<file path="src/rtl/punch_pkg.sv">
// Shared types and constants for the PunchZombi game blocks.
// Holds the round-controller state encoding, LED one-hot codes and LFSR taps.
package punch_pkg;

    typedef enum logic [1:0] {
        IDLE = 2'd0,
        GAP  = 2'd1,
        SHOW = 2'd2,
        OVER = 2'd3
    } state_t;

    localparam logic [2:0] LED_NONE = 3'b000;
    localparam logic [2:0] LED_1    = 3'b001;
    localparam logic [2:0] LED_2    = 3'b010;
    localparam logic [2:0] LED_3    = 3'b100;

    // x^8 + x^6 + x^5 + x^4 + 1 expressed as a mask over lfsr[7:0]
    localparam logic [7:0] LFSR_TAPS = 8'b1011_1000;

    function automatic logic [2:0] hole_led(input logic [7:0] rnd);
        logic [7:0] hole;
        hole = rnd % 8'd3;
        case (hole)
            8'd0:    return LED_1;
            8'd1:    return LED_2;
            default: return LED_3;
        endcase
    endfunction

endpackage

</file>
<file path="src/rtl/zombie_round_ctrl_if.sv">
// Player-facing signal bundle of the round controller: start/buttons in,
// LEDs, score, lives and status pulses out.
interface zombie_round_ctrl_if #(
    parameter int SCORE_W = 8
);
    logic               start;
    logic [3:1]         btn;
    logic [3:1]         led;
    logic [SCORE_W-1:0] score;
    logic [1:0]         lives;
    logic               busy;
    logic               game_over;
    logic               hit_pulse;
    logic               miss_pulse;

    modport master (
        output start, btn,
        input  led, score, lives, busy, game_over, hit_pulse, miss_pulse
    );

    modport slave (
        input  start, btn,
        output led, score, lives, busy, game_over, hit_pulse, miss_pulse
    );
endinterface

</file>
<file path="src/rtl/zombie_lfsr.sv">
// Free-running 8-bit Fibonacci LFSR used to pick zombie holes.
// Advances every cycle; reloads the seed on reset.
module zombie_lfsr
    import punch_pkg::*;
#(
    parameter logic [7:0] SEED = 8'hA5
) (
    input  logic       clk,
    input  logic       rst,
    output logic [7:0] lfsr
);

    logic [7:0] lfsr_q;
    logic [7:0] lfsr_d;

    always_comb begin
        lfsr_d = {lfsr_q[6:0], ^(lfsr_q & LFSR_TAPS)};
    end

    always_ff @(posedge clk) begin
        if (!rst) begin
            lfsr_q <= SEED;
        end else begin
            lfsr_q <= lfsr_d;
        end
    end

    assign lfsr = lfsr_q;

endmodule

</file>
<file path="src/rtl/zombie_round_ctrl.sv">
// Whack-a-zombie round sequencer: dark gap, one lit hole, judge the press,
// then track score and lives until the game ends.
module zombie_round_ctrl
    import punch_pkg::*;
#(
    parameter int         GAP_CYCLES  = 25_000_000,
    parameter int         SHOW_CYCLES = 50_000_000,
    parameter int         LIVES       = 3,
    parameter int         SCORE_W     = 8,
    parameter logic [7:0] LFSR_SEED   = 8'hA5
) (
    input  logic                clk,
    input  logic                rst,
    zombie_round_ctrl_if.slave  bus
);

    localparam int CNT_MAX = (GAP_CYCLES > SHOW_CYCLES) ? GAP_CYCLES : SHOW_CYCLES;
    localparam int CNT_W   = $clog2(CNT_MAX + 1);

    state_t             state_q, state_d;
    logic [CNT_W-1:0]   cnt_q, cnt_d;
    logic [2:0]         led_q, led_d;
    logic [SCORE_W-1:0] score_q, score_d;
    logic [1:0]         lives_q, lives_d;
    logic               hit_q, hit_d;
    logic               miss_q, miss_d;
    logic [2:0]         btn_q;
    logic               start_q;
    logic [2:0]         press;
    logic               go;
    logic [7:0]         lfsr;

    zombie_lfsr #(
        .SEED (LFSR_SEED)
    ) u_lfsr (
        .clk  (clk),
        .rst  (rst),
        .lfsr (lfsr)
    );

    always_comb begin
        press   = bus.btn & ~btn_q;
        go      = bus.start & ~start_q;
        state_d = state_q;
        cnt_d   = cnt_q;
        led_d   = led_q;
        score_d = score_q;
        lives_d = lives_q;
        hit_d   = 1'b0;
        miss_d  = 1'b0;

        case (state_q)
            IDLE, OVER: begin
                led_d = LED_NONE;
                if (go) begin
                    state_d = GAP;
                    cnt_d   = '0;
                    score_d = '0;
                    lives_d = 2'(LIVES);
                end
            end
            GAP: begin
                led_d = LED_NONE;
                if (cnt_q == CNT_W'(GAP_CYCLES - 1)) begin
                    state_d = SHOW;
                    cnt_d   = '0;
                    led_d   = hole_led(lfsr);
                end else begin
                    cnt_d = cnt_q + 1'b1;
                end
            end
            SHOW: begin
                // Wrong or extra buttons outrank a correct one pressed in the same cycle
                if ((press & ~led_q) != 3'b000) begin
                    miss_d = 1'b1;
                end else if ((press != 3'b000) && (press == led_q)) begin
                    hit_d = 1'b1;
                end else if (cnt_q == CNT_W'(SHOW_CYCLES - 1)) begin
                    miss_d = 1'b1;
                end else begin
                    cnt_d = cnt_q + 1'b1;
                end

                if (hit_d) begin
                    state_d = GAP;
                    cnt_d   = '0;
                    led_d   = LED_NONE;
                    if (score_q != '1) begin
                        score_d = score_q + 1'b1;
                    end
                end else if (miss_d) begin
                    cnt_d = '0;
                    led_d = LED_NONE;
                    if (lives_q != 2'd0) begin
                        lives_d = lives_q - 2'd1;
                    end
                    state_d = (lives_q <= 2'd1) ? OVER : GAP;
                end
            end
            default: begin
                state_d = IDLE;
                led_d   = LED_NONE;
            end
        endcase
    end

    always_ff @(posedge clk) begin
        if (!rst) begin
            state_q <= IDLE;
            cnt_q   <= '0;
            led_q   <= LED_NONE;
            score_q <= '0;
            lives_q <= 2'(LIVES);
            hit_q   <= 1'b0;
            miss_q  <= 1'b0;
            btn_q   <= 3'b000;
            start_q <= 1'b0;
        end else begin
            state_q <= state_d;
            cnt_q   <= cnt_d;
            led_q   <= led_d;
            score_q <= score_d;
            lives_q <= lives_d;
            hit_q   <= hit_d;
            miss_q  <= miss_d;
            btn_q   <= bus.btn;
            start_q <= bus.start;
        end
    end

    assign bus.led        = led_q;
    assign bus.score      = score_q;
    assign bus.lives      = lives_q;
    assign bus.hit_pulse  = hit_q;
    assign bus.miss_pulse = miss_q;
    assign bus.busy       = (state_q == GAP) || (state_q == SHOW);
    assign bus.game_over  = (state_q == OVER);

endmodule

</file>
<file path="src/flat_wrapper.sv">
// flat-port wrapper written by rule: the top's interface ports become plain ports
module zombie_round_ctrl_flat import punch_pkg::*;
#(
    parameter int         GAP_CYCLES  = 25_000_000,
    parameter int         SHOW_CYCLES = 50_000_000,
    parameter int         LIVES       = 3,
    parameter int         SCORE_W     = 8,
    parameter logic [7:0] LFSR_SEED   = 8'hA5
)
  (clk, rst, bus_start, bus_btn, bus_led, bus_score, bus_lives, bus_busy, bus_game_over, bus_hit_pulse, bus_miss_pulse);
  zombie_round_ctrl_if #(.SCORE_W(SCORE_W)) bus_i ();
  input  logic clk;
  input  logic rst;
  input wire logic [$bits(bus_i.start)-1:0] bus_start;
  input wire logic [$bits(bus_i.btn)-1:0] bus_btn;
  output wire logic [$bits(bus_i.led)-1:0] bus_led;
  output wire logic [$bits(bus_i.score)-1:0] bus_score;
  output wire logic [$bits(bus_i.lives)-1:0] bus_lives;
  output wire logic [$bits(bus_i.busy)-1:0] bus_busy;
  output wire logic [$bits(bus_i.game_over)-1:0] bus_game_over;
  output wire logic [$bits(bus_i.hit_pulse)-1:0] bus_hit_pulse;
  output wire logic [$bits(bus_i.miss_pulse)-1:0] bus_miss_pulse;
  assign bus_i.start = bus_start;
  assign bus_i.btn = bus_btn;
  assign bus_led = bus_i.led;
  assign bus_score = bus_i.score;
  assign bus_lives = bus_i.lives;
  assign bus_busy = bus_i.busy;
  assign bus_game_over = bus_i.game_over;
  assign bus_hit_pulse = bus_i.hit_pulse;
  assign bus_miss_pulse = bus_i.miss_pulse;
  zombie_round_ctrl #(.GAP_CYCLES(GAP_CYCLES), .SHOW_CYCLES(SHOW_CYCLES), .LIVES(LIVES), .SCORE_W(SCORE_W), .LFSR_SEED(LFSR_SEED)) u_core (.clk(clk), .rst(rst), .bus(bus_i));
endmodule
</file>
<file path="config.mk">
export PLATFORM = sky130hd
export DESIGN_NAME = zombie_round_ctrl_flat
export DESIGN_NICKNAME = d
export VERILOG_FILES = /design/src/rtl/punch_pkg.sv /design/src/rtl/zombie_round_ctrl_if.sv /design/src/rtl/zombie_lfsr.sv /design/src/rtl/zombie_round_ctrl.sv /design/src/flat_wrapper.sv
export SDC_FILE = /design/constraint.sdc
export NUM_CORES = 1
export LEC_CHECK = 0
export CAP_MARGIN = 10
export CORE_ASPECT_RATIO = 1.5
export CORE_MARGIN = 5
export CORE_UTILIZATION = 40
export CTS_BUF_LIST = sky130_fd_sc_hd__clkbuf_8
export DETAILED_ROUTE_END_ITERATION = 12
export PLACE_DENSITY = 0.64
export SLEW_MARGIN = 15
export SYNTH_ARGS = -nofsm -noshare
export SYNTH_HDL_FRONTEND = slang
export SYNTH_HIERARCHICAL = 1
export SYNTH_SLANG_ARGS = --single-unit
</file>
<file path="constraint.sdc">
create_clock -name clk -period 9.3 [get_ports clk]
set_input_delay 0.93 -clock clk [delete_from_list [all_inputs] [get_ports clk]]
set_output_delay 0.93 -clock clk [all_outputs]
set_load 0.02 [all_outputs]
</file>
==> summary.md <==
| Metric | Value |
|---|---|
| Status | `finished, final reports clean` |
| Area growth syn-to-layout | `8.82%` |
| Setup Buffers After CTS | `0` |
| CTS HTree Levels | `2` |
| CORE AREA | `roughly 8100 um^2` |
| Tot GR Track Use | `0.144` |
| Slowest-stage cell, CP | `dfxtp_1` |
| Die Area | `~10000 um^2` |
| Initial antenna violation count | `0` |
| Wire length of the first global-routing pass | `~13 mm` |
| Synth top area share | `0.330` |
| CTS tree | `yes` |
| Max-cap violations | `0` |
| Power, Total | `about 570 uW` |
| Count leader, synth | `dfxtp_1` |
| Vias in the first global route | `around 2900` |
| Max clock buf depth | `2` |
| Slew HR | `0.348` |
| Hold path startpoint | `u_core/bus.led[1]$_SDFFE_PN0P_` |
| Worst hold slack | `0.482 ns` |
| Drt drc | `0` |
| Clk Tree Root Cell | `clkbuf_8` |
| Worst EP arrival | `between 4 and 5 ns` |
| Detailed placement HPWL | `roughly 5.2 mm` |
| Share of cells above drive strength 1 | `0.0510` |
| Cell taking the most area after synthesis | `dfxtp_1` |
| Grt total ovfl | `0` |
| IO Port Bufs | `22` |
| I/O Pins | `23` |
| Post-synth cell types | `63` |
| Ys Warns | `6` |
| Resize count post-CTS | `0` |
| Peak VDD IR | `approximately 86 uV` |
| Final setup viols | `0` |
| Final Skew | `between 0.008 and 0.009 ns` |
| Sink Count | `55` |
| Setup TNS | `0 ns` |
| Met2 Resource Use GR | `0.273` |
| Max Clock Freq | `255 MHz` |
| Sequential area share after synthesis | `0.330` |
| GR peak layer | `met2` |
| Number of inserted diodes | `0` |
| Post-route ant nets | `0` |
| GR met1 Demand/Resource | `0.163` |
| Synthesized area | `3330 um^2` |
| Critical-path cell list | `inv_1 > or3_1 > a21boi_0 > or3_1 > ha_1 > a2111o_1 > o21a_1 > inv_1 > ha_1 > nor4_1 > a22oi_2 > o41ai_4 > a22o_1 > o221ai_2 > o31ai_2` |
| Crit path max fanout | `13` |
| Met3 GRT Util | `0.0210` |
| Post-DR wirelength/cell | `approximately 14 um` |
| Post-route clock period utilization | `0.422` |
| Chip height | `122 um` |
| Mapped Nets | `447` |
| Worst Tran Pin Value | `0.972 ns` |
| Slowest stage delay, CP | `~0.56 ns` |
| Endpoint type of the worst setup path | `register` |
| Total CTS buffers | `5` |
| Count of state elements after synthesis | `55` |
| Initial DRC Count | `about 120` |
| Routed via count | `between 3000 and 4000` |
| Top cells by count, synth | `dfxtp_1, nor2_1, nand2_1` |
| Die X | `84.6 um` |
| Cell Rows | `40` |
| Total leakage power | `around 0.0012 uW` |
| Reg-to-Reg Start | `u_core/u_lfsr/lfsr[3]$_SDFF_PN0_` |
| Initial cell density of the core | `0.414` |
| Slew Limit Fails | `0` |
| Min cycle time layout | `a little under 4 ns` |
| Synthesized area per cell | `between 7 and 8 um^2` |
| Routed WL | `about 7.3 mm` |
| P per Cell Area | `158 nW/um^2` |
| Largest net degree at the start of global routing | `36` |
| Pre-Repair DR Iteration Count | `4` |
| Cells after Synth | `428` |
| Final #Nets | `roughly 450` |
| Critical path class | `register to register` |
| Fin. Hold Viols | `0` |
| Top cells by area, synth | `dfxtp_1, nor2_1, a21oi_1` |
| Post-synth top flop | `dfxtp_1` |
| Required time worst endpoint | `roughly 9.5 ns` |
| Hold_buf cts | `0` |
| Vias/cell | `~5.7` |
| Clock latency on the worst-skew pair | `roughly 0.31 ns` |
| Cells after DPL | `about 530` |
| Setup crit start kind | `register` |
| EDFF count, synth | `0` |
| Setup crit start | `u_core/u_lfsr/lfsr[3]$_SDFF_PN0_` |
| Final Wtd Congestion | `about 0.83` |
| RSZ-0062 raised after global routing | `no` |
| Fin cells | `about 540` |
| Min-Delay Path Class | `register to register` |
| Clock-pin slew on the worst setup and hold paths | `approximately 0.10 ns` |
| Post-synthesis async set-or-reset flop share | `0` |
-- layout by cell type, fill, tap and decap left out, types with 7 or more instances in the layout --
master / n
clkdlybuf4s50_1: 22
nand2b_1: 7
nand3_1: 16
or3_1: 7
dfxtp_1: 55
ha_1: 13
inv_1: 20
nand2_1: 40
o21ai_0: 21
a21oi_1: 33
and2_1: 7
nor2_1: 49
nand4_1: 8
xor2_1: 7
nor3_1: 12
a311oi_1: 8
nor4_1: 8
a31oi_1: 11
-- flip-flops by register name, indices dropped and copies added (netlist names) --
signal / flops
u_core/start_q: 1
u_core/bus.hit_pulse: 1
u_core/state_q: 2
u_core/bus.led: 3
u_core/bus.score: 8
u_core/cnt_q: 26
u_core/btn_q: 3
u_core/bus.miss_pulse: 1
u_core/u_lfsr/lfsr: 8
u_core/bus.lives: 2
-- worst paths after layout --
| check | end | slack [ns] | depth (start not counted) |
|---|---|---|---|
| max | u_core/bus.led[2]$_SDFFE_PN0P_ | 5.38 | 15 |
| min | u_core/bus.led[1]$_SDFFE_PN0P_ | 0.48 | 2 |
| max reg2reg | u_core/bus.led[2]$_SDFFE_PN0P_ | 5.38 | 15 |
| min reg2reg | u_core/bus.led[1]$_SDFFE_PN0P_ | 0.48 | 2 |
-- area by class of cell --
cell class,count,area [um^2]
well taps,105,131
clock inverters,3,25.0
clock buffers,5,68.8
inverters,21,78.8
repair buffers,24,235
flip-flops and latches,55,1100
multi-input cells,323,1990
fillers,798,4430
-- metrics by stage --
stage	area, um^2	setup WS (ns)	utilization
6_report	3630	5.38	0.450
5_1_grt	3630	5.06	0.450
4_1_cts	3630	5.37	0.450
3_5_place_dp	3530	5.35	0.439
3_3_place_gp	3530	5.49	0.439
2_1_floorplan	3330	5.66	-
-- report_power, final --
| part | total (uW) | switching [uW] | leakage [uW] | internal, uW |
|---|---|---|---|---|
| clock network | 136 | 82.3 | 0.0000443 | 54.0 |
| registers | 255 | 12.5 | 0.000447 | 243 |
| logic | 181 | 112 | 0.000748 | 69.1 |
| total | 573 | 207 | 0.00124 | 366 |
-- cell families (layout without fill, tap and decap cells) --
| kind of cell | after synthesis | in the layout | share of synthesized area |
|---|---|---|---|
| buffers and inverters | 50 | 53 | 0.0735 |
| xor gates and xnor gates | 13 | 13 | 0.0341 |
| AOI/OAI and AO/OA | 108 | 108 | 0.217 |
| and+or+nand+nor | 186 | 186 | 0.287 |
| adders and majority gates | 13 | 13 | 0.0488 |
| DFF | 55 | 55 | 0.330 |
| muxes | 3 | 3 | 0.00938 |
-- worst max-delay path: cells and delay by family (launching register included) --
family | cells | cell delay (ns)
buffers and inverters | 2 | 0.20
adder cells (fa/ha/maj) | 2 | 0.79
flip-flops | 1 | 0.56
AND/OR/NAND/NOR | 3 | 0.99
AO/OA/AOI/OAI | 8 | 1.33
-- layer usage --
metal  vias to the layer above  part of all wire
met2                        29              0.52
met1                      1447              0.44
met5                         -                 0
met3                        11             0.020
met4                         0             0.019
li1                       1543                 -
(Power assumes the default switching activity.)
